### src/rtl/add_pkg.sv
// add_pkg
// Shared definitions for the byte-serial addition sequencer.
//   state_t  : controller states (IDLE, RUN, HOLD)
//   BYTE_W   : width of one adder slice
//   byte_sel : picks byte 'idx' out of a vector of up to MAX_WORDS bytes
package add_pkg;

    localparam int BYTE_W    = 8;
    localparam int MAX_WORDS = 16;
    localparam int MAX_BITS  = BYTE_W * MAX_WORDS;

    typedef enum logic [1:0] {
        IDLE,
        RUN,
        HOLD
    } state_t;

    // Callers zero-extend narrower operands to MAX_BITS so a single helper
    // serves every legal WORDS value.
    function automatic logic [BYTE_W-1:0] byte_sel(
        input logic [MAX_BITS-1:0] vec,
        input logic [3:0]          idx
    );
        return vec[idx*BYTE_W +: BYTE_W];
    endfunction

endpackage

### src/rtl/add_byte_slice.sv
// add_byte_slice
// Purely combinational 8-bit adder slice with carry in and carry out.
// Ports:
//   a, b  : byte operands
//   cin   : carry into the slice
//   s     : byte sum
//   c_out : carry out of the slice
module add_byte_slice
    import add_pkg::*;
(
    input  logic [BYTE_W-1:0] a,
    input  logic [BYTE_W-1:0] b,
    input  logic              cin,
    output logic [BYTE_W-1:0] s,
    output logic              c_out
);

    assign {c_out, s} = {1'b0, a} + {1'b0, b} + {{BYTE_W{1'b0}}, cin};

endmodule

### src/rtl/add_seq_ctrl.sv
// add_seq_ctrl
// Adds two WORDS-byte operands one byte per cycle through a single shared
// add_byte_slice, least-significant byte first, carrying between bytes in
// carry_q. Result is held until the consumer accepts it.
// Ports:
//   clk, rst             : clock, synchronous active-high reset
//   in_valid / in_ready  : operand handshake (in_ready only in IDLE)
//   a, b, cin            : operands and carry into byte 0
//   op                   : 0 add, 1 subtract; exists only with ADD_SEQ_SUB_EN
//   out_valid / out_ready: result handshake (out_valid only in HOLD)
//   sum, cout            : result and carry out of the top byte
//   busy                 : high in RUN or HOLD
// Configuration macro: ADD_SEQ_SUB_EN enables the subtract mode and op port.
module add_seq_ctrl
    import add_pkg::*;
#(
    parameter int WORDS = 4
) (
    input  logic                    clk,
    input  logic                    rst,
    input  logic                    in_valid,
    output logic                    in_ready,
    input  logic [BYTE_W*WORDS-1:0] a,
    input  logic [BYTE_W*WORDS-1:0] b,
    input  logic                    cin,
`ifdef ADD_SEQ_SUB_EN
    input  logic                    op,
`endif
    output logic                    out_valid,
    input  logic                    out_ready,
    output logic [BYTE_W*WORDS-1:0] sum,
    output logic                    cout,
    output logic                    busy
);

    localparam int DATA_W = BYTE_W * WORDS;
    localparam int IDX_W  = $clog2(WORDS);
    localparam logic [IDX_W-1:0] LAST_IDX = IDX_W'(WORDS - 1);

    state_t              state_q;
    state_t              state_d;
    logic [DATA_W-1:0]   a_q;
    logic [DATA_W-1:0]   b_q;
    logic [DATA_W-1:0]   sum_q;
    logic                cout_q;
    logic                carry_q;
    logic [IDX_W-1:0]    idx_q;
`ifdef ADD_SEQ_SUB_EN
    logic                sub_q;
`endif

    logic                accept;
    logic                last_byte;
    logic                carry_in_eff;
    logic [MAX_BITS-1:0] a_ext;
    logic [MAX_BITS-1:0] b_ext;
    logic [3:0]          idx_ext;
    logic [BYTE_W-1:0]   slice_a;
    logic [BYTE_W-1:0]   slice_b;
    logic [BYTE_W-1:0]   slice_s;
    logic                slice_c;

    assign accept    = in_valid && (state_q == IDLE);
    assign last_byte = (idx_q == LAST_IDX);

    // Subtraction is A + ~B + 1, so the forced carry replaces cin.
`ifdef ADD_SEQ_SUB_EN
    assign carry_in_eff = op ? 1'b1 : cin;
`else
    assign carry_in_eff = cin;
`endif

    always_comb begin
        a_ext   = '0;
        b_ext   = '0;
        idx_ext = '0;
        a_ext[DATA_W-1:0] = a_q;
        b_ext[DATA_W-1:0] = b_q;
        idx_ext[IDX_W-1:0] = idx_q;
        slice_a = byte_sel(a_ext, idx_ext);
        slice_b = byte_sel(b_ext, idx_ext);
`ifdef ADD_SEQ_SUB_EN
        if (sub_q) begin
            slice_b = ~slice_b;
        end
`endif
    end

    add_byte_slice u_slice (
        .a     (slice_a),
        .b     (slice_b),
        .cin   (carry_q),
        .s     (slice_s),
        .c_out (slice_c)
    );

    always_ff @(posedge clk) begin
        if (rst) begin
            state_q <= IDLE;
        end else begin
            state_q <= state_d;
        end
    end

    // In HOLD a pending request is not looked at; it waits for IDLE.
    always_comb begin
        state_d = state_q;
        case (state_q)
            IDLE:    if (in_valid)  state_d = RUN;
            RUN:     if (last_byte) state_d = HOLD;
            HOLD:    if (out_ready) state_d = IDLE;
            default: state_d = IDLE;
        endcase
    end

    always_ff @(posedge clk) begin
        if (rst) begin
            a_q     <= '0;
            b_q     <= '0;
            sum_q   <= '0;
            cout_q  <= 1'b0;
            carry_q <= 1'b0;
            idx_q   <= '0;
`ifdef ADD_SEQ_SUB_EN
            sub_q   <= 1'b0;
`endif
        end else if (accept) begin
            a_q     <= a;
            b_q     <= b;
            carry_q <= carry_in_eff;
            idx_q   <= '0;
`ifdef ADD_SEQ_SUB_EN
            sub_q   <= op;
`endif
        end else if (state_q == RUN) begin
            sum_q[idx_q*BYTE_W +: BYTE_W] <= slice_s;
            carry_q <= slice_c;
            // idx stops at the last byte so it can never wrap.
            if (last_byte) begin
                cout_q <= slice_c;
            end else begin
                idx_q <= idx_q + 1'b1;
            end
        end
    end

    assign in_ready  = (state_q == IDLE);
    assign out_valid = (state_q == HOLD);
    assign busy      = (state_q == RUN) || (state_q == HOLD);
    assign sum       = sum_q;
    assign cout      = cout_q;

endmodule

### config.mk
export PLATFORM = sky130hd
export DESIGN_NAME = add_seq_ctrl
export DESIGN_NICKNAME = d
export VERILOG_FILES = /design/src/rtl/add_pkg.sv /design/src/rtl/add_byte_slice.sv /design/src/rtl/add_seq_ctrl.sv
export SDC_FILE = /design/constraint.sdc
export NUM_CORES = 1
export LEC_CHECK = 0
export CAP_MARGIN = 10
export CORE_MARGIN = 5
export CORE_UTILIZATION = 40
export DETAILED_ROUTE_END_ITERATION = 16
export PLACE_DENSITY = 0.67
export SLEW_MARGIN = 20
export SYNTH_ARGS = -nofsm -noshare
export SYNTH_HDL_FRONTEND = slang
export SYNTH_SLANG_ARGS = --single-unit
export TNS_END_PERCENT = 100
### constraint.sdc
create_clock -name clk -period 4.3 [get_ports clk]
set_input_delay 1.075 -clock clk [delete_from_list [all_inputs] [get_ports clk]]
set_output_delay 1.075 -clock clk [all_outputs]
set_load 0.02 [all_outputs]
* Word level (Yosys, flattened, before mapping)
Index checks and enable logic that the tools add are counted.
** Storage, ports and cells
- Word-level logic and storage cells :: 39
- Memories :: 0
- RAM bits :: 0
- Register bits :: 102
- Bits in latches :: 0
- ROM bits :: 0
** Operators by class
- Order comparisons :: 0
- Shift-type cells :: 4
- $add $sub $neg :: 4
- Div/mod/pow operators :: 0
- Reductions and logical operators :: 9
- Mux-type cells :: 7
- Bitwise logic cells :: 2
- Equal/unequal tests :: 6
- Multipliers :: 0
** Operators by type and width (number)
- 128-bit by 6-bit indexed part select with 8-bit output :: 2
- 5-bit negator with 34-bit output :: 1
- 8-bit by 34-bit variable shift with 32-bit output, first input constant :: 1
- 8-bit by 34-bit indexed part select with 32-bit output :: 1
- 32-bit bitwise mux :: 1
- 8-bit by 8-bit adder with 9-bit output :: 1
- 9-bit by 1-bit adder with 9-bit output :: 1
- 2-bit two-way mux :: 3
- 2-bit case mux with 3 select lines :: 1
- 3-bit AND reduction :: 2
- 2-bit equality test, second input constant :: 2
- 2-bit inequality test, second input constant :: 2
- 2-bit AND reduction :: 2
- 2-bit by 1-bit adder with 2-bit output, second input constant :: 1
- 2-bit by 1-bit equality test with 1-bit output, second input constant :: 1
- 2-bit zero test :: 1
- 1-bit two-way mux :: 2
- 2-bit by 1-bit inequality test with 1-bit output, second input constant :: 1
- 1-bit NOT :: 2
- 2-bit nonzero test :: 1
- 2-bit OR reduction :: 1
- 1-bit logical AND :: 1
- 1-bit logical OR :: 1

* Longest topological paths before layout
- Word-level depth :: 5
- Mapped depth :: 10

* Hierarchy
Synthesis repeated with hierarchy kept, for this count alone.
** Unflattened totals
- Cells, all modules :: 503
- Area, all modules :: 4579.4 um^2
** Modules (own cells, without submodules)
- add_seq_ctrl :: seq. area each 2042.0 um^2, instances 1, area each 4247.8 um^2, cells each 461
- add_byte_slice :: seq. area each 0.0 um^2, instances 1, area each 331.6 um^2, cells each 42

* Worst setup path before layout
OpenSTA, ideal clock, no wires.
- Kind :: register -> register
- From :: reg idx_q[0]
- To :: reg sum_q[12] (netlist: sum[12])
- Required time :: 4183 ps
- Arrival :: 2909 ps
- Buffers on the path :: 2
- Setup slack :: 1274 ps
- Setup time :: 117 ps
- Cell stages (with the launch flop) :: 11
- Cells stage by stage :: dfxtp_1 buf_6 buf_6 mux4_2 fa_1 fa_1 a21oi_2 inv_1 a21oi_1 xnor2_1 a22o_1
** Between the ends
- Word-level cells in the longest chain between the ends :: 5
- Elaborated cells on any way between the ends :: 8
- Classes of those cells :: add/sub: 3; shift: 4; mux: 1
** RTL lines
- start, declared :: line add_seq_ctrl.sv:47 : logic [IDX_W-1:0] idx_q;
- start signal, assigned :: line add_seq_ctrl.sv:142 : idx_q <= idx_q + 1'b1;
- 128-bit by 6-bit indexed part select with 8-bit output :: line add_pkg.sv:24 : return vec[idx*BYTE_W +: BYTE_W];
- 8-bit by 8-bit adder with 9-bit output :: line add_byte_slice.sv:18 : assign {c_out, s} = {1'b0, a} + {1'b0, b} + {{BYTE_W{1'b0}}, cin};
- 9-bit by 1-bit adder with 9-bit output :: line add_byte_slice.sv:18
- 8-bit by 34-bit indexed part select with 32-bit output :: line add_seq_ctrl.sv:136 : sum_q[idx_q*BYTE_W +: BYTE_W] <= slice_s;
- 32-bit bitwise mux * :: line add_seq_ctrl.sv:136
- end signal, assigned by index :: line add_seq_ctrl.sv:136
- end, declared :: line add_seq_ctrl.sv:44 : logic [DATA_W-1:0] sum_q;
Every way passes the cells marked *; elsewhere a longest branch is shown, timed or not.
A chain may end at the register's enable or synchronous reset.

* Worst setup path in the final report
- From :: reg idx_q[0]
- To :: reg carry_q
** Between the ends
- Word-level cells in the longest chain between the ends :: 5
- Elaborated cells on any way between the ends :: 6
- Classes of those cells :: add/sub: 2; shift: 2; mux: 2
** RTL lines
- 128-bit by 6-bit indexed part select with 8-bit output :: line add_pkg.sv:24
- 8-bit by 8-bit adder with 9-bit output * :: line add_byte_slice.sv:18
- 9-bit by 1-bit adder with 9-bit output * :: line add_byte_slice.sv:18
- 1-bit two-way mux * :: line add_seq_ctrl.sv:135 : end else if (state_q == RUN) begin
- 1-bit two-way mux * :: line add_seq_ctrl.sv:127 : end else if (accept) begin
- end signal, assigned :: line add_seq_ctrl.sv:130 : carry_q <= carry_in_eff;
- end signal, assigned :: line add_seq_ctrl.sv:137 : carry_q <= slice_c;
- end, declared :: line add_seq_ctrl.sv:46 : logic carry_q;
Every way passes the cells marked *; elsewhere a longest branch is shown, timed or not. The select of a mux whose other input is x is not followed.

==> flow_metrics.py <==
metrics = {
    "cells_and_area": {
        "n_antenna_cell": 0,
        "final_area_sq_mm": 0.00571,
        "n_fill_cell": 1049,
        "syn_to_final_growth_pct": 29.8,
        "final_net_count": 661,
        "layout-drive-gt1-share_pct": 9.15,
    },
    "synthesis": {
        "ys.flop_type": "dfxtp_1",
        "synth_fa_ha_area_share_pct": 5.46,
        "syn_inst": 484,
        "synth_edf_count": 0,
        "avgSynthCellArea_sq_um": 9.10,
        "async_flop_share_pct": 0,
        "synth_area_leaders": "dfxtp_1, nand2_1, a21oi_1",
        "synth_top_area_share_pct": 46.4,
        "synth_top_family_by_area": "simple AND/OR/NAND/NOR gates",
        "synth-simple-area-share_pct": 17.3,
        "synth_cell_types": 42,
        "ys_seq_area_share_pct": 46.4,
        "yosys_register_bits": 102,
        "yosys.area.top_type": "dfxtp_1",
        "synth_compound_area_share_pct": 17.0,
        "yosysWarnings": 0,
        "synthesis.nets": 571,
        "synth-xor-area-share_pct": 1.19,
        "synth_mux_area_share_pct": 8.41,
        "syn_area_sq_mm": 0.00440,
    },
    "detailed_routing": {
        "drcViolationCount": 0,
        "wl_met2_um": 5250,
        "initialDrtViolationCount": 187,
        "wl_um": 11000,
        "dr_wl_met3_um": 627,
        "wl_per_cell_um": 15.2,
        "drtPass1Iterations": 4,
        "vias": 3670,
        "highest_layer": "met4",
        "viasPerCell": 5.10,
        "final_antenna_net_count": 0,
        "met1Wirelength_um": 4900,
    },
    "hold_path": {
        "min_path_type": "flop to flop",
        "min-delay-start": "sum[15]",
        "hold_path_end": "sum[15]",
        "whs_path_depth": 2,
    },
    "clock_tree": {
        "cts_buffers": 9,
        "cts_sinks": 102,
        "root_buffer": "clkbuf_8",
        "post_cts_buffers": 0,
        "cts_resized": 0,
        "cts_tree": "yes",
        "clk_latency_ns": 0.37,
        "clk_pin_slew_ns": 0.10,
        "holdBufCountCts": 0,
        "clk_path_buf_depth": 2,
        "cts_max_level": 3,
    },
    "run_status": {
        "status": "finished clean",
    },
    "global_route": {
        "antenna_found_initial": 0,
        "grt_use_total_pct": 17.1,
        "overflow": 0,
        "grt_pass1_wl_um": 18000,
        "grt_pass1_vias": 3705,
        "grt_max_degree": 60,
    },
    "placement": {
        "portBuffers": 104,
        "dpl.hpwl_um": 8470,
        "gp_congestion": 0.836,
        "placed_cell_area_sq_mm": 0.00551,
    },
    "floorplanning": {
        "core_sq_mm": 0.0108,
        "dieArea_sq_mm": 0.0132,
        "rows": 38,
        "num_io_pins": 105,
        "die_w_um": 115,
        "start_util_pct": 40.8,
        "fp.dieH_um": 115,
    },
    "power": {
        "p_leak_nw": 2.17,
        "peakVddDrop_mv": 0.177,
        "power.density_mw_per_mm2": 363,
    },
    "setup_path": {
        "required_ns": 4.51,
        "reg2reg_depth": 8,
        "start_kind": "flop",
        "critPathCaptureType": "flop",
        "timing.rr.start": "idx_q[0]",
        "crit_type": "flop to flop",
        "crit_fanout": 11,
        "r2r_slack_ns": 1.08,
        "r2r_end": "carry_q",
        "crit_arrival_ns": 3.43,
    },
    "timing": {
        "skew_ns": 0.0121,
        "slew_viol_final": 0,
        "clock.fmax_mhz": 311,
        "tns_ns": 0,
        "finalHoldViolations": 0,
        "max_slew.worst_pin.slew_ns": 1.01,
        "setup_viol": 0,
        "hold_slack_ns": 0.451,
        "fin_crit_ns": 3.22,
        "finalCritPeriodShare_pct": 74.8,
        "relSlewSlack_pct": 32.6,
        "grt_setup_unrepaired": "false",
    },
    "run": {
        "max-cap-violations": 0,
    },
}
## how the worst max path moves through the flow
| stage | to | slack, ns | startpoint |
|---|---|---|---|
| floorplan | sum[12] | 1.27 | idx_q[0] |
| global placement | carry_q | 1.13 | idx_q[0] |
| detailed placement | carry_q | 1.02 | idx_q[0] |
| CTS | carry_q | 1.02 | idx_q[0] |
| global route | carry_q | 0.80 | idx_q[0] |
| finish | carry_q | 1.08 | idx_q[0] |
## layout by cell type (no fill, tap or decap), types with 2 or more instances in the layout
master	count
a21oi_2	2
nor3_1	3
nand2_2	2
clkbuf_8	10
a22o_1	16
mux4_2	16
and2b_1	2
a22oi_1	12
nor2_1	15
clkdlybuf4s50_1	103
nand2_1	142
nand3_1	2
and4_4	2
a21oi_1	75
inv_6	2
ha_1	16
fa_1	2
a21o_1	3
buf_4	5
nand3b_1	2
dfxtp_1	102
o21ai_0	3
and2b_4	2
xor2_1	2
inv_1	10
xnor2_1	4
o21ai_1	5
## metal layers
metal / track usage (%) / vias up
li1: - / 1843
met1: 22.1 / 1721
met2: 28.8 / 93
met3: 3.47 / 13
met4: 5.09 / 0
met5: 0 / -
## state kept, by name, indices dropped and copies added, names as in the netlist
| register | cells |
|---|---|
| cout | 1 |
| sum | 32 |
| b_q | 32 |
| carry_q | 1 |
| state_q | 2 |
| idx_q | 2 |
| a_q | 32 |
## cell usage after synthesis, types with 3 or more instances
cell type	n
nor3_1	3
nor2_1	15
mux4_2	16
buf_2	14
buf_1	6
a22oi_1	12
a21oi_1	75
xnor2_1	4
clkbuf_1	7
nand2_1	143
a21o_1	3
ha_1	16
a22o_1	16
o21ai_0	3
o21ai_1	5
dfxtp_1	102
inv_1	10
## kinds of logic after synthesis
group                      count (synthesis)
and+or+nand+nor                          178
AOI/OAI and AO/OA                        123
DFF                                      102
buffers and inverters                     40
adders and majority gates                 18
muxes                                     17
xor gates and xnor gates                   6
## metrics by stage
| step | setup slack, ns | power, W | cells | util (%) |
|---|---|---|---|---|
| after floorplan | 1.27 | 0.00132 | 484 | - |
| after global placement | 1.13 | 0.00146 | 703 | 51.0 |
| after detailed placement | 1.02 | 0.00147 | 703 | 51.0 |
| after CTS | 1.02 | 0.00209 | 719 | 52.9 |
| after global routing | 0.796 | 0.00217 | 719 | 52.9 |
| final | 1.08 | 0.00207 | 719 | 52.9 |
## where the power goes
| part | leakage (nW) | internal (W) | switching (W) |
|---|---|---|---|
| combinational | 1.23 | 0.000187 | 0.000224 |
| sequential | 0.833 | 0.00100 | 0.0000368 |
| clock | 0.103 | 0.000289 | 0.000334 |
| total | 2.17 | 0.00148 | 0.000595 |
## worst max-delay path: stages, from the launching register on
cell	delay, ns
dfxtp_1	0.75
mux4_2	0.61
fa_1	0.47
fa_1	0.44
a21oi_2	0.20
o221ai_2	0.14
a31oi_1	0.24
a21o_1	0.15
a21oi_1	0.06
## area by class of cell
| cell class | instances | area (sq um) | share of cell area [%] |
|---|---|---|---|
| timing repair buffer | 109 | 1070 | 18.8 |
| tap | 140 | 175 | 3.07 |
| multi-input combinational | 342 | 2180 | 38.1 |
| sequential | 102 | 2040 | 35.7 |
| inverter | 10 | 37.5 | 0.657 |
| clock buffer | 10 | 138 | 2.41 |
| clock inverter | 6 | 68.8 | 1.20 |
Note: power is estimated with default switching activity, not from simulation.
